--- src/rtl/add8u_err_sweeper.sv ---
// Error-metric sweeper for an external approximate unsigned adder: walks every
// (A,B) pair and accumulates MAE/WCE/EP/MSE statistics against the exact sum.
module add8u_err_sweeper #(
  parameter int W = 8
) (
  input  logic             clk,
  input  logic             rst,
  input  logic             start,
  input  logic             abort,
  output logic [W-1:0]     op_a,
  output logic [W-1:0]     op_b,
  input  logic [W:0]       approx_sum,
  output logic             busy,
  output logic             done,
  output logic [3*W:0]     mae_sum,
  output logic [W:0]       wce,
  output logic [W-1:0]     wce_a,
  output logic [W-1:0]     wce_b,
  output logic [2*W:0]     err_count,
  output logic [4*W+2:0]   mse_sum
);

  typedef enum logic [1:0] {
    ST_IDLE  = 2'd0,
    ST_RUN   = 2'd1,
    ST_DRAIN = 2'd2
  } state_t;

  state_t             state_q, state_d;
  logic [2*W-1:0]     k_q, k_d;
  logic               busy_q, busy_d;
  logic               done_q, done_d;

  logic               valid_q, valid_d;
  logic [W:0]         stg_err_q, stg_err_d;
  logic [W-1:0]       stg_a_q, stg_a_d;
  logic [W-1:0]       stg_b_q, stg_b_d;

  logic [3*W:0]       mae_q, mae_d;
  logic [4*W+2:0]     mse_q, mse_d;
  logic [2*W:0]       cnt_q, cnt_d;
  logic [W:0]         wce_q, wce_d;
  logic [W-1:0]       wce_a_q, wce_a_d;
  logic [W-1:0]       wce_b_q, wce_b_d;

  logic [W:0]         exact_sum;
  logic [W:0]         abs_err;
  logic [2*W+1:0]     err_sq;

  // A sweeps fastest: the low half of the pair index drives operand A.
  assign op_a = k_q[W-1:0];
  assign op_b = k_q[2*W-1:W];

  assign exact_sum = {1'b0, op_a} + {1'b0, op_b};
  assign abs_err   = (approx_sum >= exact_sum) ? (approx_sum - exact_sum)
                                               : (exact_sum - approx_sum);
  assign err_sq    = {{(W+1){1'b0}}, stg_err_q} * {{(W+1){1'b0}}, stg_err_q};

  always_comb begin
    state_d   = state_q;
    k_d       = k_q;
    busy_d    = busy_q;
    done_d    = 1'b0;
    valid_d   = valid_q;
    stg_err_d = stg_err_q;
    stg_a_d   = stg_a_q;
    stg_b_d   = stg_b_q;
    mae_d     = mae_q;
    mse_d     = mse_q;
    cnt_d     = cnt_q;
    wce_d     = wce_q;
    wce_a_d   = wce_a_q;
    wce_b_d   = wce_b_q;

    // The staged pair is folded in on every edge it is valid, abort included.
    if (valid_q) begin
      mae_d = mae_q + {{(2*W){1'b0}}, stg_err_q};
      mse_d = mse_q + {{(2*W+1){1'b0}}, err_sq};
      cnt_d = cnt_q + {{(2*W){1'b0}}, (|stg_err_q)};
      if (stg_err_q > wce_q) begin
        wce_d   = stg_err_q;
        wce_a_d = stg_a_q;
        wce_b_d = stg_b_q;
      end
    end

    case (state_q)
      ST_IDLE: begin
        if (start) begin
          mae_d   = '0;
          mse_d   = '0;
          cnt_d   = '0;
          wce_d   = '0;
          wce_a_d = '0;
          wce_b_d = '0;
          k_d     = '0;
          busy_d  = 1'b1;
          state_d = ST_RUN;
        end
      end
      ST_RUN: begin
        stg_err_d = abs_err;
        stg_a_d   = op_a;
        stg_b_d   = op_b;
        valid_d   = 1'b1;
        k_d       = k_q + {{(2*W-1){1'b0}}, 1'b1};
        if (k_q == {(2*W){1'b1}}) begin
          state_d = ST_DRAIN;
        end
        if (abort) begin
          state_d = ST_IDLE;
          busy_d  = 1'b0;
          valid_d = 1'b0;
          k_d     = k_q;
        end
      end
      ST_DRAIN: begin
        valid_d = 1'b0;
        busy_d  = 1'b0;
        state_d = ST_IDLE;
        done_d  = ~abort;
      end
      default: begin
        state_d = ST_IDLE;
        busy_d  = 1'b0;
        valid_d = 1'b0;
      end
    endcase
  end

  always_ff @(posedge clk or posedge rst) begin
    if (rst) begin
      state_q   <= ST_IDLE;
      k_q       <= '0;
      busy_q    <= 1'b0;
      done_q    <= 1'b0;
      valid_q   <= 1'b0;
      stg_err_q <= '0;
      stg_a_q   <= '0;
      stg_b_q   <= '0;
      mae_q     <= '0;
      mse_q     <= '0;
      cnt_q     <= '0;
      wce_q     <= '0;
      wce_a_q   <= '0;
      wce_b_q   <= '0;
    end else begin
      state_q   <= state_d;
      k_q       <= k_d;
      busy_q    <= busy_d;
      done_q    <= done_d;
      valid_q   <= valid_d;
      stg_err_q <= stg_err_d;
      stg_a_q   <= stg_a_d;
      stg_b_q   <= stg_b_d;
      mae_q     <= mae_d;
      mse_q     <= mse_d;
      cnt_q     <= cnt_d;
      wce_q     <= wce_d;
      wce_a_q   <= wce_a_d;
      wce_b_q   <= wce_b_d;
    end
  end

  assign busy      = busy_q;
  assign done      = done_q;
  assign mae_sum   = mae_q;
  assign mse_sum   = mse_q;
  assign err_count = cnt_q;
  assign wce       = wce_q;
  assign wce_a     = wce_a_q;
  assign wce_b     = wce_b_q;

endmodule

--- config.mk ---
export PLATFORM = sky130hd
export DESIGN_NAME = add8u_err_sweeper
export DESIGN_NICKNAME = d
export VERILOG_FILES = /design/src/rtl/add8u_err_sweeper.sv
export SDC_FILE = /design/constraint.sdc
export NUM_CORES = 1
export LEC_CHECK = 0
export BUFFER_PORTS_ARGS = -buffer_cell sky130_fd_sc_hd__buf_4
export CAP_MARGIN = 20
export CORE_UTILIZATION = 45
export DETAILED_ROUTE_END_ITERATION = 10
export GPL_ROUTABILITY_DRIVEN = 1
export PLACE_DENSITY = 0.62
export SYNTH_ARGS = -nofsm -noshare
export SYNTH_HDL_FRONTEND = slang
export SYNTH_SLANG_ARGS = --single-unit
export TNS_END_PERCENT = 20
--- constraint.sdc ---
create_clock -name clk -period 13.22 [get_ports clk]
set_clock_uncertainty 0.05 [all_clocks]
set_input_delay 1.322 -clock clk [delete_from_list [all_inputs] [get_ports clk]]
set_output_delay 1.322 -clock clk [all_outputs]
set_load 0.01 [all_outputs]
* Yosys cells after proc, flatten, opt, wreduce, memory -nomap -nowiden
Index checks and enable logic that the tools add are counted.
Operators by class: $add $sub $neg 7, $mul 1, $lt $le $gt $ge 2, eq/ne operators 7, multiplexer cells 35, bitwise gates (word level) 1, reductions and logical operators 6
Operators by type and width (count):
- $mux 35 | 3
- $mux 25 | 3
- $mux 8 | 8
- $mux 17 | 3
- $mux 9 | 5
- $add 35x18->35 | 1
- $mux 16 | 2
- $pmux 16 s2 | 1
- $add 25x9->25 | 1
- $mul 9x9->18 | 1
- $sub 9x9->9 | 2
- $add 17x1->17 | 1
- $add 16x1->16 const B | 1
- $eq 16x16->1 const B | 1
- $add 8x8->9 | 1
- $ge 9x9->1 | 1
- $gt 9x9->1 | 1
- $reduce_or 9->1 | 1
- $mux 2 | 3
- $ne 2x2->1 const B | 3
- $mux 1 | 4
- $pmux 1 s2 | 2
- $pmux 2 s2 | 1
- $reduce_and 2->1 | 2
- other kinds (7) | 7
Storage, ports and cells: register bits 148, input port bits 13, output and inout bits 120, logic and storage cells 73

* Depth between registers and ports, before layout
depth in word-level cells 5, mapped depth 23, depth with buffers taken out 21

* Worst setup path before layout
OpenSTA, ideal clock, no wires.
path type register to register, start register stg_err_q[6], end register mse_q[17] (netlist: mse_sum[17]), library setup time 0.137 ns, arrival 5.338 ns, data required time 13.033 ns, slack 7.695 ns, stages on the path, launching flop included 20, cell sequence dfrtp_1 -> clkbuf_1 -> and2_1 -> inv_1 -> fa_1 -> inv_1 -> fa_1 -> inv_1 -> fa_1 -> inv_1 -> fa_1 -> fa_1 -> ha_1 -> o21a_1 -> o21ai_0 -> nor3_4 -> or3_2 -> o21ai_0 -> xor2_1 -> a21oi_1
Between the ends: longest elaborated chain between the ends 5
Ends and longest elaborated chain:
- start: declaration | line 35 | logic [W:0] stg_err_q, stg_err_d;
- start signal: assignment | line 153 | stg_err_q <= stg_err_d;
- $mul 9x9->18 * | line 57 | assign err_sq = {{(W+1){1'b0}}, stg_err_q} * {{(W+1){1'b0}}, stg_err_q};
- $add 35x18->35 * | line 78 | mse_d = mse_q + {{(2*W+1){1'b0}}, err_sq};
- $mux 35 * | line 76 | if (valid_q) begin
- $mux 35 | line 89 | if (start) begin
- $mux 35 * | line 87 | case (state_q)
- named net mse_d[17] | line 40 | logic [4*W+2:0] mse_q, mse_d;
- end signal: assignment | line 157 | mse_q <= mse_d;
- end: declaration | line 40
The timed path passes the listed nets; every way through them passes the cells marked *. A chain may end at the register's enable or synchronous reset.

* Final worst setup path
start register stg_err_q[6], end register mse_q[28] (netlist: mse_sum[28])
The elaborated chain is that of the path after synthesis.

==> flow_metrics.tcl <==
set metrics [dict create \
    cp_data_required_time_ps 13520 \
    fmax_mhz 162 \
    hold_violations 0 \
    cts.sinks 148 \
    ys_warn_count 0 \
    ys_top_cells_by_count "dfrtp_1 (148), inv_1 (134), nor2_1 (133), nand2_1 (107), ha_1 (91)" \
    overflow 0 \
    avgSynthCellArea_um2 9.12 \
    worst_slew_pin_slew_ps 1160 \
    relSlewSlack 0.217 \
    ios 133 \
    cp-end-kind "register" \
    syn_inst 1184 \
    crit_arrival_ps 6490 \
    port_buffers 132 \
    remaining_drc_errors 0 \
    ys_seq_elements 148 \
    start_util 0.460 \
    cap_violations 0 \
    dp_hpwl_um 18400 \
    die_h_um 157 \
    dr_total_vias 8419 \
    fin_crit_ps 6190 \
    synth_nets 1337 \
    drive_gt1_frac 0.141 \
    fin_nets 1451 \
    final_area_mm2 0.0127 \
    synth_most_common_cell "dfrtp_1" \
    core_region_area_mm2 0.0235 \
    worst_setup_path_start_kind "register" \
    ys_seq_area_frac 0.343 \
    synth_area_leaders "dfrtp_1 (34%), ha_1 (11%), fa_1 (9.1%), inv_1 (4.7%), nor2_1 (4.6%)" \
    grt_start_max_net_pins 89 \
    fin_crit_sh 0.468 \
    cts_tree "yes" \
    fp-row-count 56 \
    ant_nets 0 \
    wirelength_um 25400 \
    fillers 2224 \
    clockBufferDepth 2 \
    antenna_cells 0 \
    grt_pass1_wl_um 41900 \
    crit_chain "inv_1 > nor2_1 > fa_1 > fa_1 > fa_1 > fa_1 > inv_1 > fa_1 > inv_1 > ha_1 > and2_1 > o21ai_0 > nand3_1 > o21ai_1 > a21oi_1 > a21o_1 > a21oi_1" \
    critPathKind "register to register" \
    cp_slowest_stage_delay_ps 690 \
    synthFlopType "dfrtp_1" \
    die_w_um 157 \
    cts_made_buffers 17 \
    synth_top_cell_by_area "dfrtp_1" \
    first_global_vias 8306 \
    setup_tns_ps 0 \
    cp_slowest_cell "o21ai_1" \
    rsz0062_at_grt "no" \
    routabilityCongestion 0.847 \
    clk_latency_ps 430 \
    cts-resized-gates 0 \
    r2r_slack_ps 7030 \
    avgViaCountPerCell 5.17 \
    status "complete, no violations" \
    h-tree-depth 4 \
    syn-cell-area_mm2 0.0108 \
    clk_pin_slew_worst_paths_ps 80 \
    ys_types 58 \
    setup_violations 0 \
    cts_hold_buf 0 \
    dieArea_mm2 0.0246 \
    synth_top_area_frac 0.343 \
    final_cells 1630 \
    post-cts-setup-buffer-count 0 \
    slew_violations 0 \
    placed_cell_area_mm2 0.0121 \
    route.detailed.wl_per_inst_um 15.6 \
    path_max_fanout 14 \
    area_growth_pct 17.5 \
    worstHoldPathType "register to register" \
    ctsRootBufferMaster "clkbuf_16" \
    dp.cells 1598 \
    synth_async_sr_flop_share 1.00 \
    synth_edf_count 0 \
    grt_usage 0.215 \
    drt_iter0_drc 390 \
    antenna_found_initial 0 \
    crit_top_cell "fa_1" \
    drtPass1Iterations 5 \
]
## cell usage in the layout, fill, tap and decap left out, types with 33 or more instances in the layout
| master | count |
|---|---|
| dfrtp_1 | 147 |
| buf_4 | 136 |
| inv_1 | 133 |
| nor2_1 | 132 |
| nand2_1 | 107 |
| ha_1 | 91 |
| a21oi_1 | 54 |
| o21ai_0 | 53 |
| fa_1 | 49 |
| mux2i_1 | 47 |
| xnor2_1 | 46 |
| xor2_1 | 43 |
| nand3_1 | 33 |
## through the flow
stage	hold slack (ps)	utilization	setup WS (ps)
2_1_floorplan	396	-	7690
3_3_place_gp	414	0.514	7210
3_5_place_dp	416	0.514	7090
4_1_cts	435	0.541	7070
5_1_grt	441	0.541	6580
6_report	432	0.541	7030
## flip-flops by register name, summed over array words and instances (netlist names), 2 cells and up
name / count
wce_a: 8
k_q: 16
stg_b_q: 8
stg_a_q: 8
wce: 9
mae_sum: 25
mse_sum: 35
state_q: 2
err_count: 17
stg_err_q: 9
wce_b: 8
## cells by family after synthesis
| logic type | Yosys count | share of synthesized area |
|---|---|---|
| simple gates | 389 | 0.168 |
| compound gates | 195 | 0.112 |
| buf+inv | 175 | 0.0634 |
| flops | 148 | 0.343 |
| fa+ha+maj | 140 | 0.196 |
| xor+xnor | 89 | 0.0722 |
| mux | 48 | 0.0446 |
## critical path: cells and delay by family, from the launching register on
family                     cells  cell delay [ps]
AOI/OAI and AO/OA              5             1610
and+or+nand+nor                3              620
adders and majority gates      6             2870
DFF                            1              640
buffers and inverters          3              320
## layer usage
layer / global-route usage / routed length [µm] / up-vias
li1: - / - / 4173
met1: 0.300 / 12300 / 4102
met2: 0.349 / 12200 / 130
met3: 0.0308 / 697 / 14
met4: 0.0579 / 250 / 0
met5: 0 / 0 / -
## cell type report
cell class	instances	area, µm²	share of cell area
inverters	134	508	0.0400
clock inverters	15	199	0.0157
multi-input cells	861	6430	0.507
flip-flops and latches	148	3700	0.292
repair buffers	136	1020	0.0805
well taps	319	399	0.0315
clock buffers	17	425	0.0335
## path summary, 6_finish.rpt
kind,start,end,depth (start not counted)
max,stg_err_q[6],mse_sum[28],17
min,stg_b_q[6],stg_b_q[6],2
max reg2reg,stg_err_q[6],mse_sum[28],17
min reg2reg,stg_b_q[6],stg_b_q[6],2
max in group asynchronous,rst,mae_sum[17],3
min in group asynchronous,rst,err_count[10],2
Power is left out: the tool's default activity adds up to more than one toggle a clock period on the data nets, which glitch-free logic cannot reach.
